===== src/rtl/pulse_trigger_sequencer.sv =====
// Periodic probe-pulse trigger with matching ADC acquisition gate and trace index.
// All outputs registered; a run starts one cycle after the enable rising edge; no backpressure.
module pulse_trigger_sequencer #(
    parameter int CNT_W = 32
) (
    input  logic             clk_adc_i,
    input  logic             reset_i,
    input  logic             enable_i,
    input  logic [CNT_W-1:0] period_i,
    input  logic [CNT_W-1:0] count_i,
    input  logic [CNT_W-1:0] acq_delay_i,
    input  logic [CNT_W-1:0] acq_len_i,
    output logic             signal_start_o,
    output logic             acq_gate_o,
    output logic [CNT_W-1:0] trace_idx_o,
    output logic             busy_o,
    output logic             done_o,
    output logic             cfg_err_o
);

    typedef enum logic {
        IDLE = 1'b0,
        RUN  = 1'b1
    } state_t;

    state_t           state_q, state_d;
    logic             enable_q;
    logic [CNT_W-1:0] p_q, p_d;
    logic [CNT_W-1:0] idx_q, idx_d;
    logic [CNT_W-1:0] period_q, period_d;
    logic [CNT_W-1:0] count_q, count_d;
    logic [CNT_W-1:0] delay_q, delay_d;
    logic [CNT_W:0]   gate_end_q, gate_end_d;
    logic             start_q, start_d;
    logic             gate_q, gate_d;
    logic             busy_q, busy_d;
    logic             done_q, done_d;
    logic             err_q, err_d;

    logic             start_edge;
    logic             cfg_valid;
    logic [CNT_W:0]   cfg_sum;
    logic [CNT_W-1:0] p_inc;
    logic             period_end;
    logic             last_trace;

    assign start_edge = enable_i && !enable_q;
    // Sum is formed one bit wider so a huge delay cannot wrap into a small value.
    assign cfg_sum    = {1'b0, acq_delay_i} + {1'b0, acq_len_i};
    assign cfg_valid  = (period_i >= CNT_W'(2)) && (acq_len_i != '0) &&
                        (cfg_sum <= {1'b0, period_i});
    assign p_inc      = p_q + CNT_W'(1);
    assign period_end = (p_q == period_q - CNT_W'(1));
    assign last_trace = (count_q != '0) && (idx_q == count_q - CNT_W'(1));

    always_comb begin
        state_d    = state_q;
        p_d        = p_q;
        idx_d      = idx_q;
        period_d   = period_q;
        count_d    = count_q;
        delay_d    = delay_q;
        gate_end_d = gate_end_q;
        start_d    = 1'b0;
        gate_d     = 1'b0;
        busy_d     = busy_q;
        done_d     = 1'b0;
        err_d      = err_q;

        case (state_q)
            IDLE: begin
                if (start_edge) begin
                    if (cfg_valid) begin
                        state_d    = RUN;
                        p_d        = '0;
                        idx_d      = '0;
                        period_d   = period_i;
                        count_d    = count_i;
                        delay_d    = acq_delay_i;
                        gate_end_d = cfg_sum;
                        start_d    = 1'b1;
                        gate_d     = (acq_delay_i == '0);
                        busy_d     = 1'b1;
                        err_d      = 1'b0;
                    end else begin
                        err_d = 1'b1;
                    end
                end
            end
            RUN: begin
                if (period_end) begin
                    // Burst completion takes priority; a stop request only suppresses the next trigger.
                    if (last_trace) begin
                        state_d = IDLE;
                        busy_d  = 1'b0;
                        done_d  = 1'b1;
                    end else if (!enable_i) begin
                        state_d = IDLE;
                        busy_d  = 1'b0;
                    end else begin
                        p_d     = '0;
                        idx_d   = idx_q + CNT_W'(1);
                        start_d = 1'b1;
                        gate_d  = (delay_q == '0);
                    end
                end else begin
                    p_d    = p_inc;
                    gate_d = (p_inc >= delay_q) && ({1'b0, p_inc} < gate_end_q);
                end
            end
            default: begin
                state_d = IDLE;
                busy_d  = 1'b0;
            end
        endcase
    end

    always_ff @(posedge clk_adc_i) begin
        if (reset_i) begin
            state_q    <= IDLE;
            enable_q   <= 1'b0;
            p_q        <= '0;
            idx_q      <= '0;
            period_q   <= '0;
            count_q    <= '0;
            delay_q    <= '0;
            gate_end_q <= '0;
            start_q    <= 1'b0;
            gate_q     <= 1'b0;
            busy_q     <= 1'b0;
            done_q     <= 1'b0;
            err_q      <= 1'b0;
        end else begin
            state_q    <= state_d;
            enable_q   <= enable_i;
            p_q        <= p_d;
            idx_q      <= idx_d;
            period_q   <= period_d;
            count_q    <= count_d;
            delay_q    <= delay_d;
            gate_end_q <= gate_end_d;
            start_q    <= start_d;
            gate_q     <= gate_d;
            busy_q     <= busy_d;
            done_q     <= done_d;
            err_q      <= err_d;
        end
    end

    assign signal_start_o = start_q;
    assign acq_gate_o     = gate_q;
    assign trace_idx_o    = idx_q;
    assign busy_o         = busy_q;
    assign done_o         = done_q;
    assign cfg_err_o      = err_q;

endmodule


===== config.mk =====
export PLATFORM = sky130hd
export DESIGN_NAME = pulse_trigger_sequencer
export DESIGN_NICKNAME = d
export VERILOG_FILES = /design/src/rtl/pulse_trigger_sequencer.sv
export SDC_FILE = /design/constraint.sdc
export NUM_CORES = 1
export LEC_CHECK = 0
export CORE_UTILIZATION = 30
export DETAILED_ROUTE_END_ITERATION = 7
export PLACE_DENSITY = 0.52
export SLEW_MARGIN = 20
export SYNTH_ARGS = -nofsm -noshare
export SYNTH_HDL_FRONTEND = slang
export SYNTH_SLANG_ARGS = --single-unit

===== constraint.sdc =====
create_clock -name clk_adc_i -period 8.85 [get_ports clk_adc_i]
set_clock_uncertainty 0.15 [all_clocks]
set_input_delay 1.3275 -clock clk_adc_i [delete_from_list [all_inputs] [get_ports clk_adc_i]]
set_output_delay 1.3275 -clock clk_adc_i [all_outputs]
set_load 0.01 [all_outputs]

After elaboration in Yosys (flattened, before gate mapping) --
Cells that the tools add are included. Widths: inputs -> output; s select.
Storage, ports and cells: output and inout bits 37, bits of input ports 131, word-level logic and storage cells 82, bits in registers 200
Operators by class: bitwise operators 2, $lt $le $gt $ge 4, reduce and logical (&&, ||, !) cells 16, add/sub/neg operators 5, multiplexer cells 32, eq/ne operators 10
Operator list (count):
- $mux 32 | 8
- $pmux 32 s2 | 2
- $add 32x1->32 const B | 2
- $eq 32x32->1 | 2
- $logic_not 32->1 | 2
- $reduce_bool 32->1 | 2
- $sub 32x1->32 const B | 2
- $add 32x32->33 | 1
- $le 33x32->1 | 1
- $lt 32x33->1 | 1
- $ge 32x2->1 const B | 1
- $ge 32x32->1 | 1
- $mux 1 | 18
- $ne 2x2->1 const B | 4
- $pmux 1 s2 | 4
- $reduce_and 4->1 | 2
- $ne 3x3->1 const B | 2
- $logic_and 1x1->1 | 5
- $reduce_and 5->1 | 1
- $ne 3x2->1 const B | 1
- $reduce_and 3->1 | 1
- $reduce_or 3->1 | 1
- $ne 2x1->1 const B | 1
- $not 1->1 | 2
- other kinds (2) | 2

Depth between registers and ports, before layout --
depth in word-level cells 6, depth in mapped cells 22, gate-level depth less buffers 20

Worst setup path after synthesis --
Ideal clock, no wire load.
path type input to register, from in acq_delay_i[10], to reg count_q[10], stages 18, path buffers 2, arrival time 6295 ps, library setup time 128 ps, required time 8572 ps, setup slack 2277 ps, cell sequence ha_1 > and3_1 > and2_1 > a2111o_1 > a31o_2 > a211o_1 > a31o_2 > a311o_1 > ha_1 > nand4_1 > or4_1 > a211oi_1 > o211ai_1 > a31oi_1 > clkbuf_1 > buf_1 > mux2i_1 > nor2_1
Between the ends: word-level cells in the longest chain between the ends 4
Ends and longest elaborated chain:
- start, declared | RTL line 11 | input logic [CNT_W-1:0] acq_delay_i,
- $add 32x32->33 | RTL line 49 | assign cfg_sum = {1'b0, acq_delay_i} + {1'b0, acq_len_i};
- named net cfg_sum[28] | RTL line 42 | logic [CNT_W:0] cfg_sum;
- $le 33x32->1 | RTL line 51 | (cfg_sum <= {1'b0, period_i});
- $logic_and 1x1->1 | RTL line 50 | assign cfg_valid = (period_i >= CNT_W'(2)) && (acq_len_i != '0) &&
- $reduce_and 3->1 (no line)
- end signal, assigned | RTL line 139 | count_q <= count_d;
- end, declared | RTL line 31 | logic [CNT_W-1:0] count_q, count_d;
The timed path passes the listed nets, and every way through them passes these cells. A chain may end at the register's enable or synchronous reset.

Final worst setup path --
from in acq_delay_i[11], to reg count_q[7]
Same word-level chain as after synthesis.

==> flow_metrics.tcl <==
set metrics [dict create \
    run_status "completed" \
    die-area_mm2 0.0505 \
    commonest_cells_in_the_netlist "259 x sky130_fd_sc_hd__nor2_1, 200 x sky130_fd_sc_hd__dfxtp_1, 138 x sky130_fd_sc_hd__inv_1, 131 x sky130_fd_sc_hd__ha_1, 128 x sky130_fd_sc_hd__a21oi_1" \
    grt_pass1_vias 13900 \
    floorplan.die.width_um 225 \
    timing.critical_path.buf_inv 3 \
    crit_chain "clkdlybuf4s50_1 > ha_1 > and3_1 > nand2_1 > a2111oi_0 > nor2_1 > a311o_1 > a211o_1 > o211ai_1 > ha_1 > and3_1 > a221oi_1 > o2111ai_1 > a2111oi_0 > o211ai_1 > a31oi_4 > buf_12 > buf_4 > mux2i_1 > nor2_1" \
    io-pin-count 168 \
    ys_warn_count 0 \
    yosys.cell_count.top_type "sky130_fd_sc_hd__nor2_1" \
    gp_congestion 0.911 \
    sum_of_negative_setup_slack_ns 0 \
    crit_slowest_cell "sky130_fd_sc_hd__a2111oi_0" \
    synth-edff-count 0 \
    globalRouteTotalUtil_pct 20.6 \
    cap_violations 0 \
    syn_to_layout_area_delta_pct 19.2 \
    cts-htree-levels 4 \
    synthDistinctLibCells 82 \
    post_cts_buffers 0 \
    critical_path_peak_fanout 70 \
    drt_iter0_markers 933 \
    number_of_non_filler_instances_in_the_completed_layout 2671 \
    placeableCoreArea_mm2 0.0490 \
    switching_share_pct 36.7 \
    layout-drive-gt1-share_pct 3.69 \
    setup_violations 0 \
    post_synth_main_area_contributors "sky130_fd_sc_hd__dfxtp_1 27%, sky130_fd_sc_hd__ha_1 11%, sky130_fd_sc_hd__nor2_1 6.5%" \
    period_minus_slack_ns 7.69 \
    syn-cell-area_mm2 0.0149 \
    synthDominantAreaCellType "sky130_fd_sc_hd__dfxtp_1" \
    grt_remaining_overflow 0 \
    ctsResizeCount 0 \
    hold_violations 0 \
    floorplan.die.height_um 225 \
    cts_root_buf "sky130_fd_sc_hd__clkbuf_16" \
    fill_cells 5104 \
    drv_slew 0 \
    p_leak_nw 6.97 \
    detail_route.drc_violations 0 \
    postSynthAreaPerCell_um2 7.86 \
    clk_pin_slew_worst_paths_ns 0.07 \
    detailroute.via_count 14300 \
    setup.worst_path.end_class "flop" \
    fmaxAchievable_mhz 130 \
    comb_power_share_pct 35.6 \
    final_min_period_over_clock_period_pct 86.9 \
    crit_arrival_ns 7.92 \
    placementRows 81 \
    synth-seq-cells 200 \
    power.share.sequential_pct 35.9 \
    power.density_mw_per_mm2 160 \
    timing.max_slew.rel_slack_pct 33.2 \
    avgRoutedWirePerCell_um 19.2 \
    syn_nets 2156 \
    drtPass1Iterations 5 \
    crit_path_max_incr_delay_ns 0.84 \
    cts-root-to-sink-buffers 2 \
    synth_flop_type "sky130_fd_sc_hd__dfxtp_1" \
    worst-path-stages 20 \
    internal_power_mw 1.80 \
    holdBufCountCts 0 \
    worst_setup_path_start_kind "input pin" \
    via_per_inst 5.35 \
    ant_nets 0 \
    worst_slew_pin_slew_ns 0.999 \
    synth_async_sr_flop_share_pct 0 \
    ir_worst_vdd_mv 0.178 \
    hold_path.class "reg -> reg" \
    detail_route.wirelength_um 51400 \
    cp.required_ns 9.08 \
    grt_start_max_net_pins 91 \
    post-dp-hpwl_um 40700 \
    grt_setup_unrepaired "no" \
    syn-instance-count 1893 \
    port_buffers 167 \
    cts_tree "done" \
    clock_power_share_pct 28.5 \
    synth_top_area_share_pct 26.9 \
    cts.sink_count 200 \
    layout.nets 2259 \
    hold_path_depth 2 \
    post-place-cells 2639 \
    antenna_violations_before_repair 3 \
    insertedDiodeCount 0 \
    clk_latency_ns 0.50 \
    wire_length_of_the_first_global_routing_pass_um 79800 \
    path_delay_family "compound AO/OA/AOI/OAI gates" \
    tritoncts.num_buffers 17 \
    worst-setup-path-type "in -> reg" \
    switching_power_mw 1.04 \
    initial_utilization_pct 30.4 \
    synth.yosys.seq_area_share_pct 26.9 \
    r2r_cells 17 \
]
[layer usage]
| metal | track usage (%) | vias up | share of wire (%) |
|---|---|---|---|
| li1 | - | 7089 | - |
| met1 | 26.8 | 6735 | 47 |
| met2 | 34.0 | 404 | 46 |
| met3 | 3.89 | 65 | 4.9 |
| met4 | 7.20 | 4 | 2.7 |
| met5 | 0 | - | 0.037 |
[layout by cell type (no fill, tap or decap), drive strengths merged, types with 15 or more instances in the layout]
| cell type | instances |
|---|---|
| a32o | 23 |
| nor2 | 260 |
| o21ai | 47 |
| o211ai | 18 |
| nor3 | 36 |
| xor2 | 40 |
| ha | 131 |
| o21a | 16 |
| and3 | 31 |
| dfxtp | 200 |
| nand2 | 82 |
| xnor2 | 86 |
| a21o | 39 |
| a31oi | 19 |
| buf | 15 |
| inv | 140 |
| a21oi | 128 |
| nand2b | 22 |
| or3 | 16 |
| or4 | 26 |
| clkdlybuf4s50 | 166 |
| clkbuf | 20 |
| nand3 | 57 |
| nor2b | 17 |
| mux2i | 66 |
| a2bb2oi | 17 |
| nor4 | 63 |
| nand4 | 46 |
[area by class of cell]
cell class / count / area (µm²) / area share, %
Tap cell: 664 / 831 / 4.68
Inverter: 138 / 518 / 2.92
Clock buffer: 20 / 447 / 2.52
Clock inverter: 10 / 120 / 0.677
Multi-Input combinational cell: 1458 / 10000 / 56.4
Sequential cell: 200 / 4000 / 22.6
Timing Repair Buffer: 181 / 1820 / 10.3
[worst register-to-register path, stage by stage (launching register included)]
cell and delay [ns]:
sky130_fd_sc_hd__dfxtp_1 0.56, sky130_fd_sc_hd__ha_1 0.31, sky130_fd_sc_hd__nand3_1 0.24, sky130_fd_sc_hd__nor3_1 0.49, sky130_fd_sc_hd__and3_1 0.30, sky130_fd_sc_hd__nand4_1 0.27, sky130_fd_sc_hd__or2_2 0.41, sky130_fd_sc_hd__xnor2_1 0.29
sky130_fd_sc_hd__ha_1 0.22, sky130_fd_sc_hd__a21o_1 0.12, sky130_fd_sc_hd__a21o_1 0.11, sky130_fd_sc_hd__a21oi_1 0.09, sky130_fd_sc_hd__nand4_1 0.10, sky130_fd_sc_hd__a21oi_1 0.06, sky130_fd_sc_hd__o311ai_0 0.21, sky130_fd_sc_hd__o311ai_0 0.45
sky130_fd_sc_hd__or4_1 0.63, sky130_fd_sc_hd__nand3_1 0.11
[logic make-up (layout without fill, tap and decap cells)]
logic type                 count (synthesis)  after routing  synth area share [%]
adders and majority gates                132            132                  11.1
DFF                                      200            200                  26.9
AOI/OAI and AO/OA                        428            428                  20.0
muxes                                     67             67                  4.51
and+or+nand+nor                          705            705                  23.9
xor gates and xnor gates                 126            126                  7.41
buffers and inverters                    235            349                  6.11
[path summary, 6_finish.rpt]
path | from | endpoint | slack [ns]
hold / removal | gate_end_q[29] | gate_end_q[29] | 0.35
setup reg to reg | p_q[0] | acq_gate_o | 3.67
hold reg to reg | gate_end_q[29] | gate_end_q[29] | 0.35
setup / recovery | acq_delay_i[11] | count_q[7] | 1.16
[sequential cells by signal (all words and copies together) (netlist names)]
| signal | cells |
|---|---|
| signal_start_o | 1 |
| state_q | 1 |
| done_o | 1 |
| count_q | 32 |
| delay_q | 32 |
| busy_o | 1 |
| p_q | 32 |
| period_q | 32 |
| cfg_err_o | 1 |
| trace_idx_o | 32 |
| gate_end_q | 33 |
| acq_gate_o | 1 |
| enable_q | 1 |
[power groups by stage]
| stage | Sequential [mW] | Combinational [mW] | Clock (mW) |
|---|---|---|---|
| floorplan | 1.02 | 0.691 | 0 |
| global placement | 1.04 | 0.995 | 0 |
| detailed placement | 1.04 | 1.00 | 0 |
| CTS | 1.02 | 1.01 | 0.831 |
| global route | 1.03 | 1.12 | 0.865 |
| finish | 1.02 | 1.01 | 0.809 |
[per-stage QoR]
| stage | area (µm²) | setup slack, ns | util (%) | hold WS, ns | power [mW] |
|---|---|---|---|---|---|
| 2_1_floorplan | 14900 | 2.28 | - | 0.288 | 1.71 |
| 3_3_place_gp | 17100 | 0.469 | 35.0 | 0.321 | 2.03 |
| 3_5_place_dp | 17100 | 0.536 | 35.0 | 0.341 | 2.04 |
| 4_1_cts | 17700 | 1.05 | 36.2 | 0.353 | 2.86 |
| 5_1_grt | 17700 | 0.756 | 36.3 | 0.381 | 3.02 |
| 6_report | 17700 | 1.16 | 36.3 | 0.347 | 2.84 |
Power figures use the tool's default switching activity.
